$ cat src/rtl/cordic_pkg.sv
`default_nettype none
// +----------------------------------------------------------------------------+
// | Package     : cordic_pkg                                                    |
// | Description : Shared constants for the 32-bit pipelined CORDIC rotator.     |
// |               All angles are signed Q3.29 radians. The shift/accumulate     |
// |               stages and the output stage import this package too.          |
// | Revision    : 1.0 - initial release                                         |
// +----------------------------------------------------------------------------+
package cordic_pkg;

  localparam int DATA_W = 32;

  localparam logic signed [DATA_W-1:0] CORDIC_PI          = 32'sh6487ED51;
  localparam logic signed [DATA_W-1:0] CORDIC_NEG_PI      = 32'sh9B7812AF;
  localparam logic signed [DATA_W-1:0] CORDIC_HALF_PI     = 32'sh3243F6A9;
  localparam logic signed [DATA_W-1:0] CORDIC_NEG_HALF_PI = 32'shCDBC0957;

  // CORDIC gain 0.607252935 in Q3.29
  localparam logic [DATA_W-1:0] CORDIC_K = 32'd326016437;

endpackage
`default_nettype wire

$ cat src/rtl/cordic_tag_delay.sv
`default_nettype none
// +----------------------------------------------------------------------------+
// | Module      : cordic_tag_delay                                              |
// | Description : Fixed-length shift register for the {valid, neg} result tag.  |
// |               Shifts every clock; the asynchronous reset empties every      |
// |               entry so no stale tag survives a reset.                       |
// | Ports       : clk, rst (async, active-high)                                 |
// |               d_valid, d_neg : tag entering the line                        |
// |               q_valid, q_neg : tag leaving the line, DEPTH clocks later     |
// | Revision    : 1.0 - initial release                                         |
// +----------------------------------------------------------------------------+
module cordic_tag_delay #(
  parameter int DEPTH = 16
) (
  input  logic clk,
  input  logic rst,
  input  logic d_valid,
  input  logic d_neg,
  output logic q_valid,
  output logic q_neg
);

  // Entry i occupies bits [2i+1:2i] as {valid, neg}; entry 0 is the newest.
  logic [2*DEPTH-1:0] tags;

  generate
    if (DEPTH == 1) begin : g_single
      always_ff @(posedge clk or posedge rst) begin
        if (rst) begin
          tags <= '0;
        end else begin
          tags <= {d_valid, d_neg};
        end
      end
    end else begin : g_chain
      always_ff @(posedge clk or posedge rst) begin
        if (rst) begin
          tags <= '0;
        end else begin
          tags <= {tags[2*DEPTH-3:0], d_valid, d_neg};
        end
      end
    end
  endgenerate

  assign q_valid = tags[2*DEPTH-1];
  assign q_neg   = tags[2*DEPTH-2];

endmodule
`default_nettype wire

$ cat src/rtl/cordic_pre_rotate.sv
`default_nettype none
// +----------------------------------------------------------------------------+
// | Module      : cordic_pre_rotate                                             |
// | Description : Input stage of the 32-bit pipelined CORDIC rotator. Folds the |
// |               input angle into [-pi/2, +pi/2], seeds x/y/z for the first    |
// |               shift/accumulate stage and delays a {valid, neg} tag so it    |
// |               lines up with the last rotation stage.                        |
// | Ports       : clk, rst (async, active-high)                                 |
// |               in_valid, angle          : input sample (Q3.29 radians)       |
// |               x_out, y_out, z_out      : seeds for stage 1                  |
// |               out_valid                : seeds hold a new sample            |
// |               res_valid, res_neg       : tag aligned with final stage       |
// |               range_err                : sticky out-of-range flag           |
// | Options     : CORDIC_RANGE_CHECK_EN - clamp angles outside [-pi, +pi] and   |
// |               raise range_err; otherwise range_err is tied low.             |
// | Revision    : 1.0 - initial release                                         |
// +----------------------------------------------------------------------------+
module cordic_pre_rotate
  import cordic_pkg::*;
#(
  parameter int                PIPE_DEPTH = 16,
  parameter logic [DATA_W-1:0] K_INIT     = CORDIC_K
) (
  input  logic                     clk,
  input  logic                     rst,
  input  logic                     in_valid,
  input  logic signed [DATA_W-1:0] angle,
  output logic [DATA_W-1:0]        x_out,
  output logic [DATA_W-1:0]        y_out,
  output logic [DATA_W-1:0]        z_out,
  output logic                     out_valid,
  output logic                     res_valid,
  output logic                     res_neg,
  output logic                     range_err
);

  logic signed [DATA_W-1:0] angle_eff;
  logic signed [DATA_W-1:0] z_next;
  logic                     neg_next;
  logic                     neg_q;

`ifdef CORDIC_RANGE_CHECK_EN
  logic out_of_range;

  // Clamp before folding so an over-range angle lands exactly on +/-pi.
  always_comb begin
    angle_eff    = angle;
    out_of_range = 1'b0;
    if (angle > CORDIC_PI) begin
      angle_eff    = CORDIC_PI;
      out_of_range = 1'b1;
    end else if (angle < CORDIC_NEG_PI) begin
      angle_eff    = CORDIC_NEG_PI;
      out_of_range = 1'b1;
    end
  end

  always_ff @(posedge clk or posedge rst) begin
    if (rst) begin
      range_err <= 1'b0;
    end else if (in_valid && out_of_range) begin
      range_err <= 1'b1;
    end
  end
`else
  assign angle_eff = angle;
  assign range_err = 1'b0;
`endif

  // Fold into the convergence range; exactly +/-pi/2 is left alone.
  always_comb begin
    z_next   = angle_eff;
    neg_next = 1'b0;
    if (angle_eff > CORDIC_HALF_PI) begin
      z_next   = angle_eff - CORDIC_PI;
      neg_next = 1'b1;
    end else if (angle_eff < CORDIC_NEG_HALF_PI) begin
      z_next   = angle_eff + CORDIC_PI;
      neg_next = 1'b1;
    end
  end

  always_ff @(posedge clk or posedge rst) begin
    if (rst) begin
      x_out     <= K_INIT;
      y_out     <= '0;
      z_out     <= '0;
      out_valid <= 1'b0;
      neg_q     <= 1'b0;
    end else begin
      out_valid <= in_valid;
      // Idle cycles push a clean {0,0} tag into the delay line.
      neg_q     <= in_valid & neg_next;
      if (in_valid) begin
        x_out <= K_INIT;
        y_out <= '0;
        z_out <= z_next;
      end
    end
  end

  cordic_tag_delay #(
    .DEPTH (PIPE_DEPTH)
  ) u_tag_delay (
    .clk     (clk),
    .rst     (rst),
    .d_valid (out_valid),
    .d_neg   (neg_q),
    .q_valid (res_valid),
    .q_neg   (res_neg)
  );

endmodule
`default_nettype wire

$ cat config.mk
export PLATFORM = sky130hd
export DESIGN_NAME = cordic_pre_rotate
export DESIGN_NICKNAME = d
export VERILOG_FILES = /design/src/rtl/cordic_pkg.sv /design/src/rtl/cordic_tag_delay.sv /design/src/rtl/cordic_pre_rotate.sv
export SDC_FILE = /design/constraint.sdc
export NUM_CORES = 1
export LEC_CHECK = 0
export CAP_MARGIN = 20
export CORE_MARGIN = 2
export CORE_UTILIZATION = 53
export CTS_BUF_LIST = sky130_fd_sc_hd__clkbuf_8
export DETAILED_ROUTE_END_ITERATION = 8
export GPL_ROUTABILITY_DRIVEN = 0
export PLACE_DENSITY_LB_ADDON = 0.2
export SLEW_MARGIN = 15
export SYNTH_ARGS = -nofsm -noshare
export SYNTH_HDL_FRONTEND = slang
export SYNTH_SLANG_ARGS = --single-unit
$ cat constraint.sdc
create_clock -name clk -period 5.85 [get_ports clk]
set_input_delay 0.585 -clock clk [delete_from_list [all_inputs] [get_ports clk]]
set_output_delay 0.585 -clock clk [all_outputs]
set_load 0.01 [all_outputs]
==> metrics.txt <==
# TYPE chip_impl_metric gauge
chip_impl_metric{name="muxShareOfSynthArea",unit="%"} 2.77
chip_impl_metric{name="fmax",unit="MHz"} 276
chip_impl_metric{name="number_of_global_route_vias_before_repair",unit=""} 3356
chip_impl_metric{name="post_synthesis_share_of_cell_area_spent_on_full_adders_half_adders_and_majority_gates",unit="%"} 0.856
chip_impl_metric{name="clk_pin_slew",unit="ns"} 0.07
chip_impl_metric{name="post_synth_and_or_nand_nor_area_fraction",unit="%"} 20.6
chip_impl_metric{name="post_cts_buffers",unit=""} 0
chip_impl_metric{name="slew-limit-headroom",unit="%"} 43.2
chip_impl_metric{name="yosysUniqueCellTypes",unit=""} 74
chip_impl_metric{name="globalRoute.totalOverflow",unit=""} 0
chip_impl_metric{name="cts-buffers-inserted",unit=""} 9
chip_impl_metric{name="multi_input_gate_area_in_the_final_layout",unit="um^2"} 2290
chip_impl_metric{name="totalPowerFinal",unit="W"} 0.00130
chip_impl_metric{name="power.density_cell_area",unit="nW/um^2"} 255
chip_impl_metric{name="max_cap_viol_count",unit=""} 0
chip_impl_metric{name="routed_met2_length",unit="mm"} 4.86
chip_impl_metric{name="hold_depth",unit=""} 0
chip_impl_metric{name="initial_antenna_violation_count",unit=""} 0
chip_impl_info{name="reg2reg_from",value="z_out[20]$_DFFE_PP0P_"} 1
chip_impl_info{name="timing.critical_path.to_type",value="register"} 1
chip_impl_metric{name="via_count",unit=""} 3914
chip_impl_metric{name="avgViaCountPerCell",unit=""} 6.05
chip_impl_metric{name="compound_cell_area_share_of_the_yosys_netlist",unit="%"} 20.7
chip_impl_metric{name="chipWidth",unit="um"} 95.0
chip_impl_metric{name="fp.dieArea",unit="um^2"} 9020
chip_impl_info{name="routed.top_layer",value="met4"} 1
chip_impl_metric{name="finalHoldViolCount",unit=""} 0
chip_impl_metric{name="synthesis.instances",unit=""} 489
chip_impl_info{name="grt_setup_unrepaired",value="false"} 1
chip_impl_metric{name="io_buffer_count",unit=""} 69
chip_impl_metric{name="layout-drive-gt1-share",unit="%"} 7.93
chip_impl_metric{name="synthesis.area_per_instance",unit="um^2"} 8.97
chip_impl_info{name="dominantRegCellSynth",value="dfrtp_1"} 1
chip_impl_metric{name="async_flop_share",unit="%"} 100
chip_impl_metric{name="routedLengthMet1",unit="mm"} 4.71
chip_impl_metric{name="maximum_clock_skew_at_final_layout",unit="ns"} 0.00325
chip_impl_metric{name="ys_seq_area_share",unit="%"} 37.6
chip_impl_metric{name="maxSlewViolCount",unit=""} 0
chip_impl_metric{name="period_utilization",unit="%"} 62.0
chip_impl_metric{name="final_nets",unit=""} 575
chip_impl_metric{name="initial_core_utilization",unit="%"} 53.9
chip_impl_metric{name="routed_wire_length_per_instance",unit="um"} 16.7
chip_impl_metric{name="critical_path_arrival",unit="ns"} 3.85
chip_impl_metric{name="drt_iter0_drc",unit=""} 431
chip_impl_metric{name="r2r_setup_slack",unit="ns"} 4.89
chip_impl_metric{name="floorplan.rows",unit=""} 33
chip_impl_metric{name="finalHoldWorstSlack",unit="ns"} 0.352
chip_impl_metric{name="grt_max_degree",unit=""} 67
chip_impl_info{name="critPathLaunchType",value="input port"} 1
chip_impl_metric{name="floorplan.die.height",unit="um"} 95.0
chip_impl_metric{name="hold_fix_buffer_count_after_cts",unit=""} 0
chip_impl_metric{name="post_cts_resized",unit=""} 0
chip_impl_info{name="synth_top_cell_by_area",value="dfrtp_1"} 1
chip_impl_metric{name="timing.final.setup_violations",unit=""} 0
chip_impl_metric{name="totalNegativeSetupSlack",unit="ns"} 0
chip_impl_metric{name="fp.coreArea",unit="um^2"} 8130
chip_impl_metric{name="grt_use_total",unit="%"} 24.4
chip_impl_info{name="hold_path_end",value="u_tag_delay.tags[28]$_DFF_PP0_"} 1
chip_impl_metric{name="ant_nets",unit=""} 0
chip_impl_metric{name="yosys_register_bits",unit=""} 66
chip_impl_metric{name="grt_pass1_wl",unit="mm"} 16.9
chip_impl_metric{name="yosys.area.top_type_share",unit="%"} 37.6
chip_impl_metric{name="post_synth_xor_area_fraction",unit="%"} 1.80
chip_impl_metric{name="synth_enable_flop_cells",unit=""} 0
chip_impl_info{name="synth_area_leaders",value="dfrtp_1 (38%), buf_4 (11%), nand2_1 (3.6%)"} 1
chip_impl_metric{name="firstDrtPassIters",unit=""} 5
chip_impl_metric{name="worst_r2r_path_depth",unit=""} 2
chip_impl_metric{name="yosysWarnings",unit=""} 0
chip_impl_info{name="synth_top_family_by_area",value="compound AO/OA/AOI/OAI gates"} 1
chip_impl_metric{name="layout-area-overhead-vs-synth",unit="%"} 16.6
chip_impl_metric{name="critical_path.max_fanout",unit=""} 14
chip_impl_metric{name="clock_insertion_delay_worst_skew",unit="ns"} 0.34
chip_impl_metric{name="hpwlAfterDp",unit="mm"} 7.44
chip_impl_metric{name="wl",unit="mm"} 10.8
chip_impl_metric{name="antenna_cells",unit=""} 0
chip_impl_metric{name="met3WireLength",unit="um"} 994
chip_impl_metric{name="num-fill-cells",unit=""} 700
chip_impl_metric{name="io-pin-count",unit=""} 135
chip_impl_metric{name="final.min_clock_period",unit="ns"} 3.63
chip_impl_info{name="worst_hold_startpoint",value="u_tag_delay.tags[26]$_DFF_PP0_"} 1
chip_impl_metric{name="critical_path_required",unit="ns"} 6.08
chip_impl_metric{name="slew_at_the_pin_closest_to_its_max_slew_limit",unit="ns"} 0.851
chip_impl_metric{name="synth.cell_area",unit="um^2"} 4390
chip_impl_metric{name="post_route_drc_violation_count",unit=""} 0
chip_impl_metric{name="cts_htree_levels",unit=""} 3
chip_impl_metric{name="clk_path_buf_depth",unit=""} 2
chip_impl_metric{name="max-vdd-ir-drop",unit="V"} 0.000148
chip_impl_info{name="r2r-end",value="z_out[20]$_DFFE_PP0P_"} 1
chip_impl_info{name="worst_setup_path_startpoint",value="angle[14]"} 1
chip_impl_info{name="tritoncts",value="done"} 1
chip_impl_info{name="run_status",value="finished clean"} 1
chip_impl_metric{name="leakage",unit="nW"} 2.16
chip_impl_metric{name="regArea",unit="um^2"} 1650
chip_impl_info{name="min-delay-path-class",value="register to register"} 1
chip_impl_metric{name="cts_sinks",unit=""} 66
chip_impl_info{name="timing.setup.critical_path_class",value="input port to register"} 1
chip_impl_info{name="cts_root_buffer",value="clkbuf_8"} 1
==> power by group <==
part / internal, W / switching (W) / total [W]
sequential: 0.000502 / 0.0000244 / 0.000527
clock: 0.000283 / 0.000184 / 0.000467
combinational: 0.000142 / 0.000168 / 0.000310
total: 0.000928 / 0.000376 / 0.00130
==> layout make-up <==
| class | instances | area share (%) |
|---|---|---|
| multi-input cells | 372 | 44.8 |
| flip-flops and latches | 66 | 32.3 |
| repair buffers | 74 | 14.6 |
| well taps | 105 | 2.57 |
| clock buffers | 9 | 2.42 |
| clock inverters | 7 | 2.27 |
| inverters | 14 | 1.03 |
==> worst max path at each step <==
| stage | endpoint | slack (ns) | cells after the start |
|---|---|---|---|
| 2_1_floorplan | z_out[16]$_DFFE_PP0P_ | 2.89 | 7 |
| 3_3_place_gp | z_out[14]$_DFFE_PP0P_ | 1.95 | 9 |
| 3_5_place_dp | z_out[14]$_DFFE_PP0P_ | 1.87 | 9 |
| 4_1_cts | z_out[14]$_DFFE_PP0P_ | 2.24 | 9 |
| 5_1_grt | z_out[14]$_DFFE_PP0P_ | 2.09 | 9 |
| 6_report | z_out[14]$_DFFE_PP0P_ | 2.22 | 9 |
==> stage by stage <==
stage | instance area, um^2 | worst slack, ns | cells | util [%]
floorplan | 4620 | 2.89 | 552 | -
global placement | 4850 | 1.95 | 630 | 59.6
detailed placement | 4850 | 1.87 | 630 | 59.6
CTS | 5090 | 2.24 | 646 | 62.5
global route | 5110 | 2.09 | 647 | 62.9
finish | 5110 | 2.22 | 647 | 62.9
==> cells in the mapped netlist (3+ instances only) <==
cell type   n
a32oi_1     7
a21o_1      4
nor2_1     25
o2111ai_1   5
o31ai_1     3
o31a_1      3
mux2_2      9
inv_1      13
a22oi_1     3
a211o_1    12
or4_1       5
dfrtp_1    66
clkbuf_1   27
nand2b_1    3
buf_4      65
nor4_1      6
nor2b_1     3
nor3_1     13
o21ai_0    20
or4_4       3
o311ai_0    3
nand2_1    42
xnor2_1     9
o221ai_1    5
or3_1      12
ha_1        3
nand3_1    14
nand4_1    11
a21oi_1    10
a211oi_1    4
and3_1      5
buf_2       7
a2bb2oi_1   3
o211ai_1    8
nor3b_1     4
a31oi_1     5
==> cells by family after synthesis <==
group	count (synthesis)
flops	66
other cells	2
simple gates	164
xor+xnor	9
fa+ha+maj	3
mux	11
compound gates	120
buf+inv	114
==> worst max-delay path, cell delays in order <==
cell             delay (ns)
clkdlybuf4s50_1        0.52
or4_4                  0.58
or3_1                  0.35
a311o_1                0.38
a21boi_2               0.50
buf_4                  0.31
nand2_1                0.12
o2111a_1               0.24
a221o_1                0.26
==> placed cells by master, fill, tap and decap left out, types with 10 or more instances in the layout <==
cell type,n
nand4_1,11
or3_1,12
nor2_1,25
nand2_1,42
nor3_1,13
a21oi_1,10
dfrtp_1,66
inv_1,13
nand3_1,14
clkdlybuf4s50_1,69
o21ai_0,20
a211o_1,12
conb_1,65
==> state kept, by name, summed over array words and instances, names as in the netlist <==
name and cells:
out_valid 1, neg_q 1, u_tag_delay.tags 32, z_out 32
==> routing by layer <==
layer  GRT usage [%]  vias up
met4            9.30        0
met3            5.83       22
met1            34.3     1861
li1                -     1776
met2            36.6      255
met5               0        -
Power figures use the tool's default switching activity.
